## src/rtl/mpc_seq_pkg.sv

```systemverilog
// Shared types and helpers for the MPC sample sequencer: FSM state encoding,
// default data width and the signed saturation used on the inference result.
package mpc_seq_pkg;

    localparam int DEF_DATA_W = 18;

    typedef enum logic [1:0] {
        IDLE   = 2'd0,
        LAUNCH = 2'd1,
        WAIT   = 2'd2
    } seq_state_t;

    function automatic logic signed [DEF_DATA_W-1:0] sat_clamp(
        input logic signed [DEF_DATA_W-1:0] x,
        input logic signed [DEF_DATA_W-1:0] lo,
        input logic signed [DEF_DATA_W-1:0] hi
    );
        if (x > hi)
            return hi;
        else if (x < lo)
            return lo;
        else
            return x;
    endfunction

endpackage

```

## src/rtl/mpc_period_timer.sv

```systemverilog
// Control-period timer: counts 0..PERIOD-1 while i_ce is high and emits a
// registered one-cycle o_tick in the cycle the count has wrapped back to 0.
module mpc_period_timer #(
    parameter int PERIOD = 1000
) (
    input  logic clk_1,
    input  logic ap_rst,
    input  logic i_ce,
    output logic o_tick
);

    localparam int CW = $clog2(PERIOD);
    localparam logic [CW-1:0] LAST = CW'(PERIOD - 1);

    logic [CW-1:0] r_cnt;
    logic          r_tick;

    always_ff @(posedge clk_1 or posedge ap_rst) begin
        if (ap_rst) begin
            r_cnt  <= '0;
            r_tick <= 1'b0;
        end else begin
            r_tick <= i_ce && (r_cnt == LAST);
            if (i_ce)
                r_cnt <= (r_cnt == LAST) ? '0 : r_cnt + 1'b1;
        end
    end

    assign o_tick = r_tick;

endmodule

```

## src/rtl/mpc_sample_sequencer.sv

```systemverilog
// Control-loop sequencer around the NN inference core: snapshot, launch,
// saturated capture, overrun detection. Optional WAIT watchdog: SEQ_TIMEOUT_EN.
//
// state  | meaning
// IDLE   | waiting for a period tick; snapshot latched on tick
// LAUNCH | one cycle; nn_start/nn_in_vld issued on the following cycle
// WAIT   | inference running; capture result, exit on nn_done (or watchdog)
module mpc_sample_sequencer
    import mpc_seq_pkg::*;
#(
    parameter int                       DATA_W  = DEF_DATA_W,
    parameter int                       PERIOD  = 1000,
    parameter int                       TIMEOUT = 800,
    parameter logic signed [DATA_W-1:0] U_MAX   = 18'sh0FFFF,
    parameter logic signed [DATA_W-1:0] U_MIN   = -18'sh0FFFF,
    parameter int                       CNT_W   = 16
) (
    input  logic                     clk_1,
    input  logic                     ap_rst,
    input  logic                     ce_1,
    input  logic                     clear_flags,
    input  logic        [DATA_W-1:0] r_in,
    input  logic        [DATA_W-1:0] pos_in,
    input  logic        [DATA_W-1:0] vel_in,
    output logic        [DATA_W-1:0] nn_r,
    output logic        [DATA_W-1:0] nn_pos,
    output logic        [DATA_W-1:0] nn_vel,
    output logic                     nn_start,
    output logic                     nn_in_vld,
    input  logic                     nn_done,
    input  logic signed [DATA_W-1:0] nn_out,
    input  logic                     nn_out_vld,
    output logic signed [DATA_W-1:0] u_out,
    output logic                     u_valid,
    output logic                     busy,
    output logic                     overrun,
    output logic                     timeout,
    output logic        [7:0]        overrun_cnt,
    output logic        [CNT_W-1:0]  sample_cnt
);

    seq_state_t               r_state, w_next;
    logic                     w_tick, w_launch, w_busy, w_in_wait;
    logic                     w_done_ok, w_accept, w_drop, w_capture, w_timeout_hit;
    logic        [DATA_W-1:0] r_nn_r, r_nn_pos, r_nn_vel;
    logic                     r_nn_start, r_nn_in_vld;
    logic                     r_vld_d, r_rise, r_captured;
    logic signed [DATA_W-1:0] r_out_d, r_u_out;
    logic                     r_u_valid, r_overrun;
    logic        [7:0]        r_overrun_cnt;
    logic        [CNT_W-1:0]  r_sample_cnt;

    mpc_period_timer #(.PERIOD(PERIOD)) u_timer (
        .clk_1  (clk_1),
        .ap_rst (ap_rst),
        .i_ce   (ce_1),
        .o_tick (w_tick)
    );

    always_ff @(posedge clk_1 or posedge ap_rst) begin
        if (ap_rst)
            r_state <= IDLE;
        else
            r_state <= w_next;
    end

    always_comb begin
        w_next = r_state;
        unique case (r_state)
            IDLE:    if (w_tick) w_next = LAUNCH;
            LAUNCH:  w_next = WAIT;
            WAIT: begin
                if (nn_done)
                    w_next = w_tick ? LAUNCH : IDLE;
                else if (w_timeout_hit)
                    w_next = IDLE;
            end
            default: w_next = IDLE;
        endcase
    end

    always_comb begin
        w_launch  = 1'b0;
        w_busy    = 1'b0;
        w_in_wait = 1'b0;
        case (r_state)
            LAUNCH: begin
                w_launch = 1'b1;
                w_busy   = 1'b1;
            end
            WAIT: begin
                w_busy    = 1'b1;
                w_in_wait = 1'b1;
            end
            default: ;
        endcase
    end

    // A tick coinciding with nn_done is a clean hand-over, not an overrun.
    assign w_done_ok = w_in_wait && nn_done;
    assign w_accept  = w_tick && (!w_busy || w_done_ok);
    assign w_drop    = w_tick && w_busy && !w_done_ok;
    assign w_capture = w_in_wait && r_rise && !r_captured;

    always_ff @(posedge clk_1 or posedge ap_rst) begin
        if (ap_rst) begin
            r_nn_r        <= '0;
            r_nn_pos      <= '0;
            r_nn_vel      <= '0;
            r_nn_start    <= 1'b0;
            r_nn_in_vld   <= 1'b0;
            r_vld_d       <= 1'b0;
            r_rise        <= 1'b0;
            r_out_d       <= '0;
            r_captured    <= 1'b0;
            r_u_out       <= '0;
            r_u_valid     <= 1'b0;
            r_overrun     <= 1'b0;
            r_overrun_cnt <= '0;
            r_sample_cnt  <= '0;
        end else begin
            r_nn_start  <= w_launch;
            r_nn_in_vld <= w_launch;
            r_vld_d     <= nn_out_vld;
            r_rise      <= nn_out_vld && !r_vld_d;
            r_out_d     <= nn_out;
            r_u_valid   <= w_capture;
            if (w_accept) begin
                r_nn_r   <= r_in;
                r_nn_pos <= pos_in;
                r_nn_vel <= vel_in;
            end
            if (w_capture)
                r_u_out <= sat_clamp(r_out_d, U_MIN, U_MAX);
            if (w_launch)
                r_captured <= 1'b0;
            else if (w_capture)
                r_captured <= 1'b1;
            if (w_done_ok && (r_captured || w_capture))
                r_sample_cnt <= r_sample_cnt + 1'b1;
            if (w_drop) begin
                r_overrun     <= 1'b1;
                r_overrun_cnt <= clear_flags ? 8'd1 :
                                 (r_overrun_cnt == 8'hFF) ? 8'hFF : r_overrun_cnt + 8'd1;
            end else if (clear_flags) begin
                r_overrun     <= 1'b0;
                r_overrun_cnt <= '0;
            end
        end
    end

`ifdef SEQ_TIMEOUT_EN
    localparam int TW = $clog2(TIMEOUT + 1);

    logic [TW-1:0] r_wait_cnt;
    logic          r_timeout;

    assign w_timeout_hit = w_in_wait && (r_wait_cnt == TW'(TIMEOUT - 1));

    always_ff @(posedge clk_1 or posedge ap_rst) begin
        if (ap_rst) begin
            r_wait_cnt <= '0;
            r_timeout  <= 1'b0;
        end else begin
            if (!w_in_wait)
                r_wait_cnt <= '0;
            else if (!w_timeout_hit)
                r_wait_cnt <= r_wait_cnt + 1'b1;
            if (w_timeout_hit && !nn_done)
                r_timeout <= 1'b1;
            else if (clear_flags)
                r_timeout <= 1'b0;
        end
    end

    assign timeout = r_timeout;
`else
    assign w_timeout_hit = 1'b0;
    assign timeout       = 1'b0;
`endif

    assign nn_r        = r_nn_r;
    assign nn_pos      = r_nn_pos;
    assign nn_vel      = r_nn_vel;
    assign nn_start    = r_nn_start;
    assign nn_in_vld   = r_nn_in_vld;
    assign u_out       = r_u_out;
    assign u_valid     = r_u_valid;
    assign busy        = w_busy;
    assign overrun     = r_overrun;
    assign overrun_cnt = r_overrun_cnt;
    assign sample_cnt  = r_sample_cnt;

endmodule

```

## config.mk

```make
export PLATFORM = sky130hd
export DESIGN_NAME = mpc_sample_sequencer
export DESIGN_NICKNAME = d
export VERILOG_FILES = /design/src/rtl/mpc_seq_pkg.sv /design/src/rtl/mpc_period_timer.sv /design/src/rtl/mpc_sample_sequencer.sv
export SDC_FILE = /design/constraint.sdc
export NUM_CORES = 1
export LEC_CHECK = 0
export ABC_AREA = 1
export CORE_MARGIN = 5
export CORE_UTILIZATION = 50
export CTS_CLUSTER_SIZE = 28
export DETAILED_ROUTE_END_ITERATION = 10
export PLACE_DENSITY = 0.94
export SLEW_MARGIN = 20
export SYNTH_ARGS = -nofsm -noshare
export SYNTH_HDL_FRONTEND = slang
export SYNTH_SLANG_ARGS = --single-unit
```

## constraint.sdc

```tcl
create_clock -name clk_1 -period 10.3 [get_ports clk_1]
set_clock_uncertainty 0.15 [all_clocks]
set_input_delay 1.545 -clock clk_1 [delete_from_list [all_inputs] [get_ports clk_1]]
set_output_delay 1.545 -clock clk_1 [all_outputs]
set_load 0.1 [all_outputs]
```

==> results by group, run 1 <==
Place
  • Placed Cells: 934
  • Buffers on Ports: 178
  • Place WS: 6.66 ns
  • Placement-stage cell area: 0.00749 sq mm
  • Dpl hpwl: 10000 um
  • Placer Congestion: 0.832

Yosys
  • Synth cell count leaders: nand2_1 (161), dfrtp_1 (133), inv_1 (96)
  • Top-area cell type share of the netlist area: 59.5%
  • Register area share after synthesis: 59.5%
  • Syn Nets: 716
  • Ys async rst share: 100%
  • Syn. warnings: 0
  • Synth Cell Area: 0.00560 sq mm
  • Number of synthesized flops with an enable pin: 0
  • Gate Count Post-Synth: 630
  • Mapped Avg Cell Area: 8.89 sq um
  • Most used DFF post-synth: dfrtp_1
  • Largest area contributor in the netlist: dfrtp_1
  • Synthesized flop and latch total: 133
  • Count leader, synth: nand2_1
  • Cell variety after synth: 29
  • Top post-synthesis cells by area: dfrtp_1 (59%), nand2_1 (11%), inv_1 (6.4%)

Routing
  • Vias post-DR: 4803
  • DRT iter0 DRCs: 472
  • DRT antenna net count: 0
  • DRC viols: 0
  • Final wirelength: 14200 um
  • 1st-pass router iterations: 7
  • Wire length per cell: 14.7 um
  • DR vias/cell: 4.97

Cells and area
  • Synth-to-layout area growth: 45.0%
  • Share of post-route cells with drive strength above 1: 4.96%
  • Post-Layout Cell Count: 966
  • Final instance area: 0.00812 sq mm
  • # nets final: 899
  • Antenna diodes: 0

Clock network
  • Post_cts resized: 0
  • Clk sinks: 133
  • Clk_lat worst skew: 0.50 ns
  • Root buf cell: clkbuf_8
  • Post-CTS Setup Bufs: 0
  • # hold bufs at CTS: 0
  • Clock buffer depth: 2
  • CTS tree: built
  • Num CTS Buffers: 17
  • Clock-pin slew on the worst setup and hold paths: 0.06 ns
  • Htree depth: 4

Setup path
  • Worst r2r src: r_state[0]
  • Crit Path Class: reg2out
  • CP arrival: 2.46 ns
  • Crit path launch type: flop
  • CP required: 8.61 ns
  • Reg-to-reg endpoint: nn_vel[5]
  • CP Capture Type: output port
  • Reg2reg setup slack: 7.97 ns
  • Reg2reg path depth: 6
  • CP Max Fanout: 4

Floorplan
  • Die X: 116 um
  • Starting Density: 51.4%
  • Die H: 116 um
  • Die footprint: 0.0134 sq mm
  • # rows: 38
  • IO Count: 180
  • Core area: 0.0109 sq mm

Run
  • Max-Cap Viols: 0

Timing
  • # setup viols final: 0
  • Setup TNS: 0 ns
  • Final hold violations: 0
  • Worst-margin pin slew: 1.09 ns
  • FMAX: 241 MHz
  • RSZ-0062 raised after global routing: false
  • Final critical-path share of the clock period: 40.3%
  • Worst Slack Setup Final: 6.15 ns
  • Slew HR: 27.4%
  • Final worst path period need: 4.15 ns
  • Hold WS: 0.276 ns
  • Max-slew violation count: 0

Worst hold path
  • Worst Hold Path Cells: 1
  • Worst min path class: reg2reg
  • Worst Hold Launch: r_vld_d
  • Worst Hold Path EP: r_rise

GRT
  • First-pass GRT wire length: 23000 um
  • Number of global-route vias before repair: 4918
  • Initial antenna violation count: 0
  • GRT Total Usage: 22.2%
  • Aggregate global routing overflow: 0
  • Largest net degree at the start of global routing: 109

Pwr
  • PD cells: 160 mW/mm^2
  • Peak VDD IR: 0.193 mV
  • Leak Pwr: 3.92 nW

Run status
  • Status: complete, no violations
cell usage in the layout, fill, tap and decap left out, types with 3 or more instances in the layout:
master,instances
inv_6,6
xnor2_1,3
a21oi_1,25
ha_1,8
nor2_1,56
nand2_1,161
nor3_1,8
dfrtp_1,133
nand4_1,6
clkbuf_16,16
clkdlybuf4s50_1,178
xor2_1,10
o21ai_0,65
bufinv_16,4
inv_1,95
nand3_1,25
power breakdown:
part | total, mW | leakage, nW | internal [mW] | switching (mW)
sequential | 0.556 | 1.78 | 0.539 | 0.0176
clock | 0.636 | 0.308 | 0.404 | 0.232
combinational | 0.108 | 1.83 | 0.0452 | 0.0631
total | 1.30 | 3.92 | 0.988 | 0.313
worst max-delay path, stage by stage (launching register included):
cell,delay (ns)
dfrtp_1,0.40
inv_1,0.08
ha_1,0.32
clkdlybuf4s50_1,1.16
stage by stage:
step / utilization, % / total power [mW]
final: 74.5 / 1.30
after global routing: 74.5 / 1.35
after CTS: 74.5 / 1.31
after detailed placement: 68.8 / 0.672
after global placement: 68.8 / 0.668
after floorplan: - / 0.625
final cells by class:
| type | count | area (sq um) |
|---|---|---|
| Clock buffer | 19 | 432 |
| Clock inverter | 13 | 191 |
| Fill cell | 721 | 2770 |
| Inverter | 98 | 373 |
| Multi-Input combinational cell | 383 | 1820 |
| Sequential cell | 133 | 3330 |
| Tap cell | 140 | 175 |
| Timing Repair Buffer | 180 | 1800 |
metal layers:
layer / part of all wire (%) / up-vias / track usage (%)
met5: 0 / - / 0
met4: 2.6 / 0 / 9.74
met3: 7.3 / 33 / 7.00
met2: 52 / 180 / 38.1
met1: 38 / 2256 / 25.4
li1: - / 2334 / -
worst max-delay path by stage:
stage                     from        endpoint  slack (ns)
CTS                 r_state[0]            busy        6.11
detailed placement  r_state[0]            busy        6.66
floorplan               ap_rst       nn_in_vld        5.05
global route        r_state[1]            busy        6.06
finish              r_state[0]            busy        6.15
global placement        ap_rst  sample_cnt[10]        6.69
kinds of logic (layout without fill, tap and decap cells):
kind of cell / after synthesis / in the layout / share of synthesized area, %
adder cells (fa/ha/maj): 8 / 8 / 1.79
AND/OR/NAND/NOR: 262 / 262 / 19.2
flip-flops: 133 / 133 / 59.5
XOR/XNOR: 13 / 13 / 2.03
buffers and inverters: 114 / 310 / 8.18
other: 1 / 1 / 0.0670
AO/OA/AOI/OAI: 99 / 99 / 9.25
flip-flops by register name, indices dropped and copies added, names as in the netlist, 2 cells and up:
name and cells:
nn_vel 18, nn_pos 18, u_timer.r_cnt 10, sample_cnt 16, r_state 2, overrun_cnt 8, r_out_d 18, u_out 18
nn_r 18
Power figures use the tool's default switching activity.
==> run 2, diff against run 1 <==
Settings changed: CORE_UTILIZATION 50 to 46, PLACE_DENSITY 0.94 to 0.88.
Clock period 10.3 ns to 4.36 ns, I/O delays scaled along.
==> results by group, run 2 (synthesized netlist as in run 1, its figures left out) <==
GRT
  • Initial antenna violation count: 0
  • GR Util met3: 8.33%
  • First-pass GRT wire length: 22000 um
  • Met2 Track Usage GR: 33.2%
  • GRT Total Usage: 19.3%
  • Aggregate global routing overflow: 0
  • Largest net degree at the start of global routing: 109
  • Number of global-route vias before repair: 4564
  • GRT busiest layer: met2
  • Met1 GRT Util: 22.2%

Floorplan
  • Starting Density: 46.8%
  • # rows: 40
  • Core area: 0.0120 sq mm
  • Die H: 120 um
  • Die footprint: 0.0145 sq mm
  • IO Count: 180
  • Die X: 120 um

Cells and area
  • Final Core Density: 67.7%
  • # nets final: 900
  • Share of post-route cells with drive strength above 1: 4.96%
  • Commonest non-fill, non-tap cell in the layout: clkdlybuf4s50_1
  • Commonest cells after routing, fill and taps aside: clkdlybuf4s50_1 (178), nand2_1 (161), dfrtp_1 (133), inv_1 (95), o21ai_0 (65)
  • Synth-to-layout area growth: 44.6%

Timing
  • Final worst path period need: 3.17 ns
  • Slew HR: 31.0%
  • Final critical-path share of the clock period: 72.7%
  • Worst-margin pin slew: 1.03 ns
  • FMAX: 315 MHz
  • # setup viols final: 0
  • Max-slew violation count: 0
  • Final hold violations: 0
  • Setup TNS: 0 ns
  • RSZ-0062 raised after global routing: false

Setup path
  • CP peak stage delay: 1.16 ns
  • CP top delay family: buffers and inverters
  • Crit Path Class: reg2out
  • Crit path launch type: flop
  • CP Capture Type: output port
  • CP Max Fanout: 4
  • CP arrival: 2.37 ns
  • CP required: 3.56 ns
  • Crit path buf inv count: 2
  • Crit path cell chain: inv_1 > ha_1 > clkdlybuf4s50_1
  • Critical-path top delay cell: clkdlybuf4s50_1

Place
  • Dpl hpwl: 9520 um
  • Buffers on Ports: 178
  • Placer Congestion: 0.876

Routing
  • Wire length per cell: 13.7 um
  • DRT iter0 DRCs: 347
  • Final wirelength: 13300 um
  • 1st-pass router iterations: 4
  • Vias post-DR: 4614
  • DRC viols: 0
  • DR vias/cell: 4.73
  • DRT antenna net count: 0

Run status
  • Status: complete, no violations

Clock network
  • Post-CTS Setup Bufs: 0
  • CTS tree: built
  • Clock buffer depth: 2
  • Clk sinks: 133
  • Htree depth: 4
  • Clk_lat worst skew: 0.41 ns
  • Clock-pin slew on the worst setup and hold paths: 0.06 ns
  • Post_cts resized: 0
  • Root buf cell: clkbuf_16
  • # hold bufs at CTS: 0
  • Num CTS Buffers: 17

Pwr
  • Comb pwr share: 8.7%
  • PD cells: 361 mW/mm^2
  • Internal power: 2.21 mW
  • Clock share of power: 46.5%
  • Sequential power share: 44.8%
  • Switching power share of the total: 24.3%
  • Sw power: 0.712 mW
  • Leak Pwr: 3.90 nW
  • Peak VDD IR: 0.247 mV

Run
  • Max-Cap Viols: 0

Worst hold path
  • Worst min path class: reg2reg
[run 2: cell count changes in the layout (fill, tap and decap cells not counted)]
cell        before  now
inv_6            6    2
clkinvlp_4       0    3
clkbuf_8         2    3
clkbuf_16       16   17
buf_12           0    1
diode_2          0    1
clkbuf_1         1    2
inv_4            0    1
bufinv_16        4    1
[run 2: metrics by stage]
step | worst slack [ns] | power (mW) | std cells | cell area (sq um) | hold slack [ns]
2_1_floorplan | 0.00160 | 1.48 | 630 | 5600 | 0.226
4_1_cts | 1.16 | 2.96 | 974 | 8090 | 0.247
3_5_place_dp | 1.61 | 1.59 | 942 | 7520 | 0.239
5_1_grt | 1.11 | 3.05 | 974 | 8090 | 0.267
3_3_place_gp | 1.66 | 1.58 | 942 | 7520 | 0.233
6_report | 1.19 | 2.93 | 975 | 8090 | 0.242
[run 2: metal layers]
layer | part of all wire [%] | routed length, um
met4 | 0.79 | 105
met2 | 52 | 6980
met1 | 40 | 5320
met3 | 7.0 | 933
met5 | 0 | 0
[run 2: area by class of cell]
cell class                 count  area [sq um]
fill                         929          3870
sequential                   133          3330
multi-input combinational    383          1820
timing repair buffer         181          1820
clock buffer                  22           474
inverter                      98           370
tap                          147           184
clock inverter                10          97.6
antenna                        1          2.50
[run 2: power by group through the flow]
stage	clock [mW]	sequential [mW]	combinational [mW]
after floorplan	0	1.35	0.129
after global placement	0	1.33	0.252
after detailed placement	0	1.33	0.257
after CTS	1.39	1.31	0.258
after global routing	1.45	1.32	0.284
final	1.36	1.31	0.253
[run 2: path summary, 6_finish.rpt]
path | slack (ns) | from | end | cells past startpoint
worst max-delay path | 1.19 | r_state[0] | busy | 3
worst min-delay path | 0.24 | r_vld_d | r_rise | 1
worst max register to register | 2.03 | r_state[0] | nn_vel[5] | 6
worst min register to register | 0.24 | r_vld_d | r_rise | 1
max in group asynchronous | 2.70 | ap_rst | sample_cnt[10] | 3
min in group asynchronous | 0.55 | ap_rst | u_timer.r_cnt[3] | 2
==> RTL edit: new RTL, settings of run 2 <==
Re-encode `seq_state_t` (3 states) as one-hot, 3 bits wide.
--- a/src/rtl/mpc_seq_pkg.sv
+++ b/src/rtl/mpc_seq_pkg.sv
@@ -6,6 +6,6 @@
 
-    typedef enum logic [1:0] {
-        IDLE   = 2'd0,
-        LAUNCH = 2'd1,
-        WAIT   = 2'd2
+    typedef enum logic [2:0] {
+        IDLE   = 3'b001,
+        LAUNCH = 3'b010,
+        WAIT   = 3'b100
     } seq_state_t;
Check against the original RTL: no difference found for any inputs over 10 cycles, from zero or initial values and one cycle with ap_rst high; not proved beyond that.
==> RTL edit against run 2 <==
Via count up 8.5%. Wire length up 6.5%. Design area up 3.2%. Worst setup slack worse by 0.025 ns. Total power down 4.0%. Sequential share of layout area down 0.94 points. Sequential cell count up 1. Combinational power down 21%. Synthesized area up 6.3%. Count of clock-buffer cells in the layout up 3. Utilization down 1.8 points. Sequential power about the same.
==> RTL edit: results (changes against run 2) <==
| Metric | Value |
|---|---|
| Estimated wirelength of the detail-placed design | `10100 µm (+5.7%)` |
| Highest routed layer | `met4` |
| Status | `finished, final reports clean` |
| Synth Area in XOR/XNOR | `0.0162 (-0.00415)` |
| Routed met1 length | `5580 µm (+4.8%)` |
| Fin Hold WS | `0.271 ns (+0.0291 ns)` |
| Clock slew at reported path FFs | `about 0.050 ns` |
| GRT Total Usage | `0.195 (+0.00198)` |
| Top post-synthesis cells by count | `196 x nand2_1, 133 x dfrtp_1, 112 x inv_1` |
| Hold Crit Class | `reg -> reg` |
| Pre-CTS setup slack | `1.47 ns (-0.139 ns)` |
| Antenna Cells | `0 (-1)` |
| Syn Inst Count | `689 (+9.4%)` |
| Vias in the first global route | `4930 (+8.0%)` |
| Setup WS post-layout | `1.16 ns (-0.0252 ns)` |
| Met3 Wirelength | `1180 µm (+26%)` |
| Complex-gate fraction of the synthesized area | `0.0948 (+0.00229)` |
| GR Util met2 | `0.330 (-0.00207)` |
| Met2 WL post-DR | `7170 µm (+2.7%)` |
| Reg2Reg Setup Slack | `2.08 ns (+0.05 ns)` |
| Sequential element share of the synthesized area | `0.564 (-0.0308)` |
| Met3 Track Usage GR | `0.0745 (-0.00878)` |
| Leak | `4.13 nW (+6.0%)` |
| Crit Path Max Fanout | `5 (+1)` |
| R2R depth | `4 (-2)` |
| Crit-path slowest cell | `clkdlybuf4s50_1` |
| Netlist cell types | `33 (+14%)` |
| Worst VDD drop | `0.000252 V (+1.7%)` |
| Syn_nets | `771 (+7.7%)` |
| Pre-antenna DRT Iters | `5 (+1)` |
| Fill cells | `1010 (+8.7%)` |
| FF+latch area | `3350 µm² (+0.79%)` |
| Post-Place Cell Area | `7820 µm² (+3.9%)` |
| M1 GR Usage | `0.223 (+0.000724)` |
| Final Non-Filler Cells | `1047 (+7.4%)` |
| Synth Area in Adders | `0.00841 (-0.00947)` |
| Routability Congestion | `0.900 (+2.8%)` |
| Worst Setup SP | `r_state[1]` |
| Via count | `5008 (+8.5%)` |
| DRT iter0 DRCs | `404 (+16%)` |
| Critical R2R Capture | `nn_vel[11]` |
| Final nets | `947 (+5.2%)` |
| First-pass GRT wire length | `23200 µm (+5.6%)` |
| Share of post-route cells with drive strength above 1 | `0.0491 (-0.000434)` |
| DR WL/cell | `13.6 µm (-0.84%)` |
| Min-Delay Startpoint | `r_vld_d` |
RTL edit: cell count changes after synthesis, sizes merged, moves of 7 or more:
cell and change:
nor2 -17, inv +15, nand3 +15, o21a +9, a21oi -23, nand2 +36
buf +7, o21ai +23
RTL edit: critical path, delay by kind of cell, from the launching register on:
kind | cells | cell delay [ns]
buffers and inverters | 1 | 1.15
and+or+nand+nor | 3 | 0.39
DFF | 1 | 0.44
RTL edit: report_power, final:
| part | internal (mW) | switching, mW |
|---|---|---|
| clock | 0.817 | 0.484 |
| sequential | 1.28 | 0.0298 |
| combinational | 0.0975 | 0.102 |
RTL edit: layout make-up:
class,instances,area share
clock buffer,25,0.0581
tap,172,0.0258
timing repair buffer,179,0.216
inverter,115,0.0522
sequential,134,0.402
multi-input combinational,418,0.241
clock inverter,4,0.00569
